### config.mk
export PLATFORM = sky130hd
export DESIGN_NAME = memory_arbiter
export DESIGN_NICKNAME = d
export VERILOG_FILES = /design/src/rtl/memory_arbiter.sv
export SDC_FILE = /design/constraint.sdc
export NUM_CORES = 1
export LEC_CHECK = 0
export ABC_AREA = 1
export CORE_AREA = 2 2 77 79
export DETAILED_ROUTE_END_ITERATION = 8
export DIE_AREA = 0 0 79 81
export PLACE_DENSITY = 0.75
export SYNTH_ARGS = -nofsm -noshare
export SYNTH_HDL_FRONTEND = slang
export SYNTH_SLANG_ARGS = --single-unit
### constraint.sdc
create_clock -name clk -period 1.6 [get_ports clk]
set_clock_uncertainty 0.2 [all_clocks]
set_input_delay 0.48 -clock clk [delete_from_list [all_inputs] [get_ports clk]]
set_output_delay 0.48 -clock clk [all_outputs]
set_load 0.01 [all_outputs]
### src/rtl/memory_arbiter.sv
// Two-requester round-robin arbiter for a single-port byte memory.
// Each grant runs a 1-4 beat read or write burst, one byte per cycle.
module memory_arbiter #(
  parameter int unsigned ADDR_W = 13,
  parameter int unsigned DATA_W = 8
) (
  input  logic              clk,
  input  logic              rst,
  input  logic              req0,
  input  logic              req1,
  input  logic              we0,
  input  logic              we1,
  input  logic [ADDR_W-1:0] addr0,
  input  logic [ADDR_W-1:0] addr1,
  input  logic [1:0]        len0,
  input  logic [1:0]        len1,
  input  logic [DATA_W-1:0] wdata0,
  input  logic [DATA_W-1:0] wdata1,
  output logic              gnt0,
  output logic              gnt1,
  output logic              beat0,
  output logic              beat1,
  output logic              done0,
  output logic              done1,
  output logic              rvalid0,
  output logic              rvalid1,
  output logic [DATA_W-1:0] rdata,
  output logic [ADDR_W-1:0] mem_addr,
  output logic [DATA_W-1:0] mem_wdata,
  output logic              mem_we,
  input  logic [DATA_W-1:0] mem_rdata
);

  typedef enum logic {StIdle, StBusy} stateT;

  stateT             stateQ, stateD;
  logic              ownerQ, ownerD;
  logic              lastGntQ, lastGntD;
  logic              weQ, weD;
  logic [ADDR_W-1:0] addrQ, addrD;
  logic [1:0]        lenQ, lenD;
  logic [1:0]        cntQ, cntD;
  logic [DATA_W-1:0] rdataQ, rdataD;
  logic [1:0]        rvalidQ, rvalidD;

  logic [1:0] gnt, beat, done;
  logic       winner;

  // On a tie the requester that was not granted last wins.
  assign winner = (req0 && req1) ? ~lastGntQ : req1;

  always_comb begin
    stateD    = stateQ;
    ownerD    = ownerQ;
    lastGntD  = lastGntQ;
    weD       = weQ;
    addrD     = addrQ;
    lenD      = lenQ;
    cntD      = cntQ;
    rdataD    = rdataQ;
    rvalidD   = 2'b00;
    gnt       = 2'b00;
    beat      = 2'b00;
    done      = 2'b00;
    mem_addr  = '0;
    mem_wdata = '0;
    mem_we    = 1'b0;
    unique case (stateQ)
      StIdle: begin
        if (req0 || req1) begin
          stateD   = StBusy;
          ownerD   = winner;
          lastGntD = winner;
          weD      = winner ? we1 : we0;
          addrD    = winner ? addr1 : addr0;
          lenD     = winner ? len1 : len0;
          cntD     = 2'd0;
        end
      end
      StBusy: begin
        gnt[ownerQ]  = 1'b1;
        beat[ownerQ] = 1'b1;
        mem_addr     = addrQ;
        mem_we       = weQ;
        mem_wdata    = ownerQ ? wdata1 : wdata0;
        addrD        = addrQ + ADDR_W'(1);
        cntD         = cntQ + 2'd1;
        if (!weQ) begin
          rdataD          = mem_rdata;
          rvalidD[ownerQ] = 1'b1;
        end
        if (cntQ == lenQ) begin
          done[ownerQ] = 1'b1;
          stateD       = StIdle;
          cntD         = 2'd0;
        end
      end
      default: stateD = StIdle;
    endcase
  end

  always_ff @(posedge clk or negedge rst) begin
    if (!rst) begin
      stateQ   <= StIdle;
      ownerQ   <= 1'b0;
      lastGntQ <= 1'b1;
      weQ      <= 1'b0;
      addrQ    <= '0;
      lenQ     <= 2'd0;
      cntQ     <= 2'd0;
      rdataQ   <= '0;
      rvalidQ  <= 2'b00;
    end else begin
      stateQ   <= stateD;
      ownerQ   <= ownerD;
      lastGntQ <= lastGntD;
      weQ      <= weD;
      addrQ    <= addrD;
      lenQ     <= lenD;
      cntQ     <= cntD;
      rdataQ   <= rdataD;
      rvalidQ  <= rvalidD;
    end
  end

  assign gnt0    = gnt[0];
  assign gnt1    = gnt[1];
  assign beat0   = beat[0];
  assign beat1   = beat[1];
  assign done0   = done[0];
  assign done1   = done[1];
  assign rvalid0 = rvalidQ[0];
  assign rvalid1 = rvalidQ[1];
  assign rdata   = rdataQ;

endmodule

Word-level counts from Yosys, hierarchy flattened:

Cells that the tools add are included.

* add/sub/neg operators: 2
* eq/ne operators: 2
* muxes and demuxes: 23
* reductions and logical operators: 5
* bitwise gates (word level): 3
* $lt $le $gt $ge: 2

Operators with widths (number)
* $mux 13: 3
* $pmux 13 s2: 1
* $mux 2: 8
* $mux 8: 2
* $add 13x1->13 const B: 1
* $mux 1: 6
* $pmux 2 s2: 1
* $reduce_and 2->1: 2
* $not 1->1: 3
* $add 2x1->2 const B: 1
* $eq 2x2->1: 1
* $logic_and 1x1->1: 2
* $lt 1x2->1 const B: 1
* $ne 2x2->1 const B: 1
* $pmux 1 s2: 1
* $demux 1 s1: 1
* $ge 1x1->1 const B: 1
* $logic_or 1x1->1: 1

* logic and storage cells: 46
* register bits after elaboration: 31
* output and inout bits: 38
* bits of input ports: 60

Logic depth before layout (Yosys ltp):

* depth in word-level cells: 6
* depth in mapped cells: 8
* depth with buffers taken out: 7

Least setup slack after synthesis:

Ideal clock, no wire load.

* kind: reg2out
* start: register stateQ
* end: output port mem_wdata[0]
* data arrival time: 1.138 ns
* stages on the path, launching flop included: 5
* path buffers: 1
* required time: 0.920 ns
* setup slack: -0.218 ns
* path through: dfrtp_1 buf_4 nand2_1 clkinv_1 a22o_1

* longest elaborated chain between the ends: 1

Ends and longest elaborated chain
* start, declared: RTL line 36 `stateT stateQ, stateD;`
* start signal, assigned: RTL line 104 `stateQ <= StIdle;`
* start signal, assigned: RTL line 114 `stateQ <= stateD;`
* $mux 8: RTL line 68 `unique case (stateQ)`
* end, declared: RTL line 29 `output logic [DATA_W-1:0] mem_wdata,`

Every way passes these cells.

Worst setup path in the final report:

* start: register lenQ[0]
* end: output port done1

* longest elaborated chain between the ends: 3

Ends and longest elaborated chain
* start, declared: RTL line 41 `logic [1:0] lenQ, lenD;`
* start signal, assigned: RTL line 119 `lenQ <= lenD;`
* $eq 2x2->1: RTL line 92 `if (cntQ == lenQ) begin`
* $mux 2: RTL line 92
* $mux 2: RTL line 68
* end, declared: RTL line 24 `output logic done1,`

Every way passes these cells.

==> results by group <==
Finish
  – FILL cells: 396
  – Most frequent cells in the layout: clkdlybuf4s50_1, nand2_1, buf_6, buf_4, dfrtp_1
  – N_diodes: 0
  – Layout cells sized above 1: between 40% and 50%
  – Commonest non-fill, non-tap cell in the layout: clkdlybuf4s50_1
  – Area added between synthesis and finish: 109%
  – Nets: between 500 and 600
  – Final Non-Filler Cells: 527

Synthesis
  – Synthesis warning total: 0
  – Post-synth top area cell: dfrtp_1
  – Synth Register Bits: 31
  – Fraction of registers with async set/reset: 100%
  – Largest cells by area after synthesis: dfrtp_1, nand2_1, inv_1
  – Seq/Total Area, Yosys: between 30% and 40%
  – Mapped Cells: ~270
  – Synth Net Count: 334
  – Syn Area/Cell: around 7.3 um2
  – Top_reg_cell synth: dfrtp_1
  – Count of unique library cells instantiated by Yosys: 33
  – Synthesized area: 0.00199 mm2
  – Number of flops mapped to enable cells by yosys: 0
  – Synth top area share: 37.8%

STA
  – Fmax: between 0.4 and 0.5 GHz
  – Final setup fails: 48
  – Tcrit/Tclk final: 134%
  – Final Max Tran Viols: 0
  – PnR worst setup slack: -0.550 ns
  – Hold Violations, Final: 0
  – Slew HR: roughly three quarters
  – Slew @ Worst Pin: 0.358 ns
  – Final hold slack: about 0.28 ns
  – Unrepaired setup endpoints after global routing: yes
  – Min Tclk post-route: 2.15 ns

Clock tree
  – Clock Latency Late Sink: just under 0.3 ns
  – CTS H-tree depth: 2
  – CTS Buffer Depth: 2
  – Clock transition at path regs: about 0.07 ns
  – Clock tree from TritonCTS: yes
  – Cts hold-fix bufs: 0
  – Total CTS buffers: 5
  – CTS Sinks: 31
  – CTS root buffer: clkbuf_8

Critical path
  – Kind of critical path: flip-flop to primary output
  – Startpoint types: flip-flop
  – Crit-path max FO: 2
  – R2R setup slack: -0.43 ns
  – Critical path arrival: ~1.5 ns
  – Worst path required time: ~0.92 ns
  – Nature of the critical path endpoint: primary output

Die
  – Core Area: ~0.0057 mm2
  – Die Ht: 81 um
  – Core Rows: 28
  – I/O pin cnt: just under 100
  – Starting Density: around a third
  – Die area: approximately 0.0064 mm2
  – Die X: just under 80 um

Global route
  – First-pass GRT wire length: about 12 mm
  – Number of global-route vias before repair: between 2k and 3k
  – Met2 usage: 47.1%
  – GRT overflow: 0
  – GRT busiest layer: met2
  – Largest net degree at the start of global routing: 32
  – Initial antenna violation count: 0
  – Grt met1 use: a little over a quarter
  – Met3 GRT Util: under 10%
  – Total GRT Usage: ~24%

Run status
  – Failing checks: negative setup slack
  – Status: finished, violations left

Placed design
  – IO buf count: 97
  – DPL Wire Length: 4.70 mm
  – Cell total after placement: between 400 and 500
  – RD Place Congestion: between 0.8 and 0.9

Routing
  – Drt wl/cell: 17.2 um
  – Detailed-router iteration count before antenna repair: 5
  – DR vias/cell: 5.18
  – Drt total wl: about 9.1 mm
  – Antenna-violating nets left: 0
  – Initial DRC Count: between 100 and 150
  – Vias: roughly 2.7k
  – DRC viols: 0

Job
  – Max Cap Viol: 0

Pwr
  – Pwr dens: ~2100 mW/mm2
  – VDD IR max: about 1.1 mV
  – Static Leak: ~2.0 nW

Hold path
  – Hold Path Class: flip-flop to flip-flop
-- synthesized netlist by cell type, types with 2 or more instances --
| master | n |
|---|---|
| nand2_2 | 2 |
| nor2_4 | 2 |
| buf_6 | 3 |
| dfrtp_1 | 30 |
| o22ai_1 | 4 |
| buf_4 | 4 |
| inv_1 | 34 |
| nor2_2 | 4 |
| nand2_1 | 71 |
| nand4_1 | 4 |
| a31oi_1 | 2 |
| nand3_1 | 18 |
| o21ai_0 | 18 |
| mux2_2 | 8 |
| buf_2 | 2 |
| nor3_1 | 2 |
| a21oi_1 | 11 |
| nor2_1 | 32 |
| a22o_1 | 8 |
-- per-layer routing --
| layer | part of all wire (%) | up-vias |
|---|---|---|
| met1 | 37 | 1309 |
| met4 | 3.6 | 0 |
| met3 | 6.9 | 23 |
| li1 | - | 1243 |
| met2 | 53 | 157 |
| met5 | 0 | - |
-- logic make-up (layout without fill, tap and decap cells) --
family	after synthesis	count (layout)	share of synthesized area [%]
and+or+nand+nor	137	139	29.7
DFF	31	31	39.1
adders and majority gates	1	1	0.630
AOI/OAI and AO/OA	47	47	14.2
muxes	8	8	4.53
buffers and inverters	47	224	11.0
xor gates and xnor gates	2	2	0.882
-- area by class of cell --
| class | instances | area (um2) | area share, % |
|---|---|---|---|
| timing repair buffer | 178 | 1700 | 40.8 |
| sequential | 31 | 779 | 18.8 |
| clock buffer | 8 | 100 | 2.41 |
| inverter | 37 | 156 | 3.77 |
| timing repair inverter | 1 | 8.76 | 0.211 |
| multi-input combinational | 197 | 1320 | 31.7 |
| tap | 75 | 93.8 | 2.26 |
-- report_power, final --
| group | internal (W) | switching [W] | leakage [nW] |
|---|---|---|---|
| combinational | 0.00327 | 0.00303 | 1.61 |
| clock | 0.000392 | 0.000300 | 0.0515 |
| sequential | 0.00120 | 0.000340 | 0.367 |
| total | 0.00486 | 0.00366 | 2.03 |
-- registers in the layout (all words and copies together) (netlist names) --
register and flops:
cntQ 2, addrQ 13, lastGntQ 1, lenQ 2, stateQ 1, rvalidQ 2
weQ 1, rdata 8, ownerQ 1
-- metrics by stage --
step | total power [W] | setup slack [ns] | cell area (um2) | TNS, ns | util, %
2_1_floorplan | 0.00350 | -0.0206 | 2010 | -0.126 | -
3_3_place_gp | 0.00544 | -0.701 | 3300 | -20.49 | 58.1
3_5_place_dp | 0.00553 | -0.702 | 3300 | -20.87 | 58.1
4_1_cts | 0.00727 | -0.511 | 3820 | -10.83 | 67.3
5_1_grt | 0.00895 | -0.643 | 4150 | -16.48 | 73.1
6_report | 0.00852 | -0.550 | 4150 | -14.79 | 73.1
-- final timing paths --
| check | startpoint | to | cells after the start |
|---|---|---|---|
| max in group asynchronous | rst | lastGntQ$_DFFE_PN1P_ | 2 |
| worst min register to register | lastGntQ$_DFFE_PN1P_ | lastGntQ$_DFFE_PN1P_ | 2 |
| worst max register to register | cntQ[1]$_DFFE_PN0P_ | cntQ[1]$_DFFE_PN0P_ | 13 |
| worst max-delay path | lenQ[0]$_DFFE_PN0P_ | done1 | 7 |
| worst min-delay path | lastGntQ$_DFFE_PN1P_ | lastGntQ$_DFFE_PN1P_ | 2 |
| min in group asynchronous | rst | rvalidQ[0]$_DFF_PN0_ | 2 |
-- critical path, cell delays in order (launching register included) --
cell and delay (ns):
dfrtp_1 0.41, inv_1 0.11, nand2_2 0.08, a22oi_2 0.19, inv_2 0.07, buf_6 0.12, nor2_2 0.07, buf_2 0.13
-- what timing repair did --
item | in CTS | in global routing
gates resized for setup | 213 | 96
pin swaps | 11 | 13
setup endpoints to repair | 63 | 62
hold endpoints to repair | 0 | 0
setup buffers | 30 | 18
gates cloned | 4 | 1
Power figures use the tool's default switching activity.
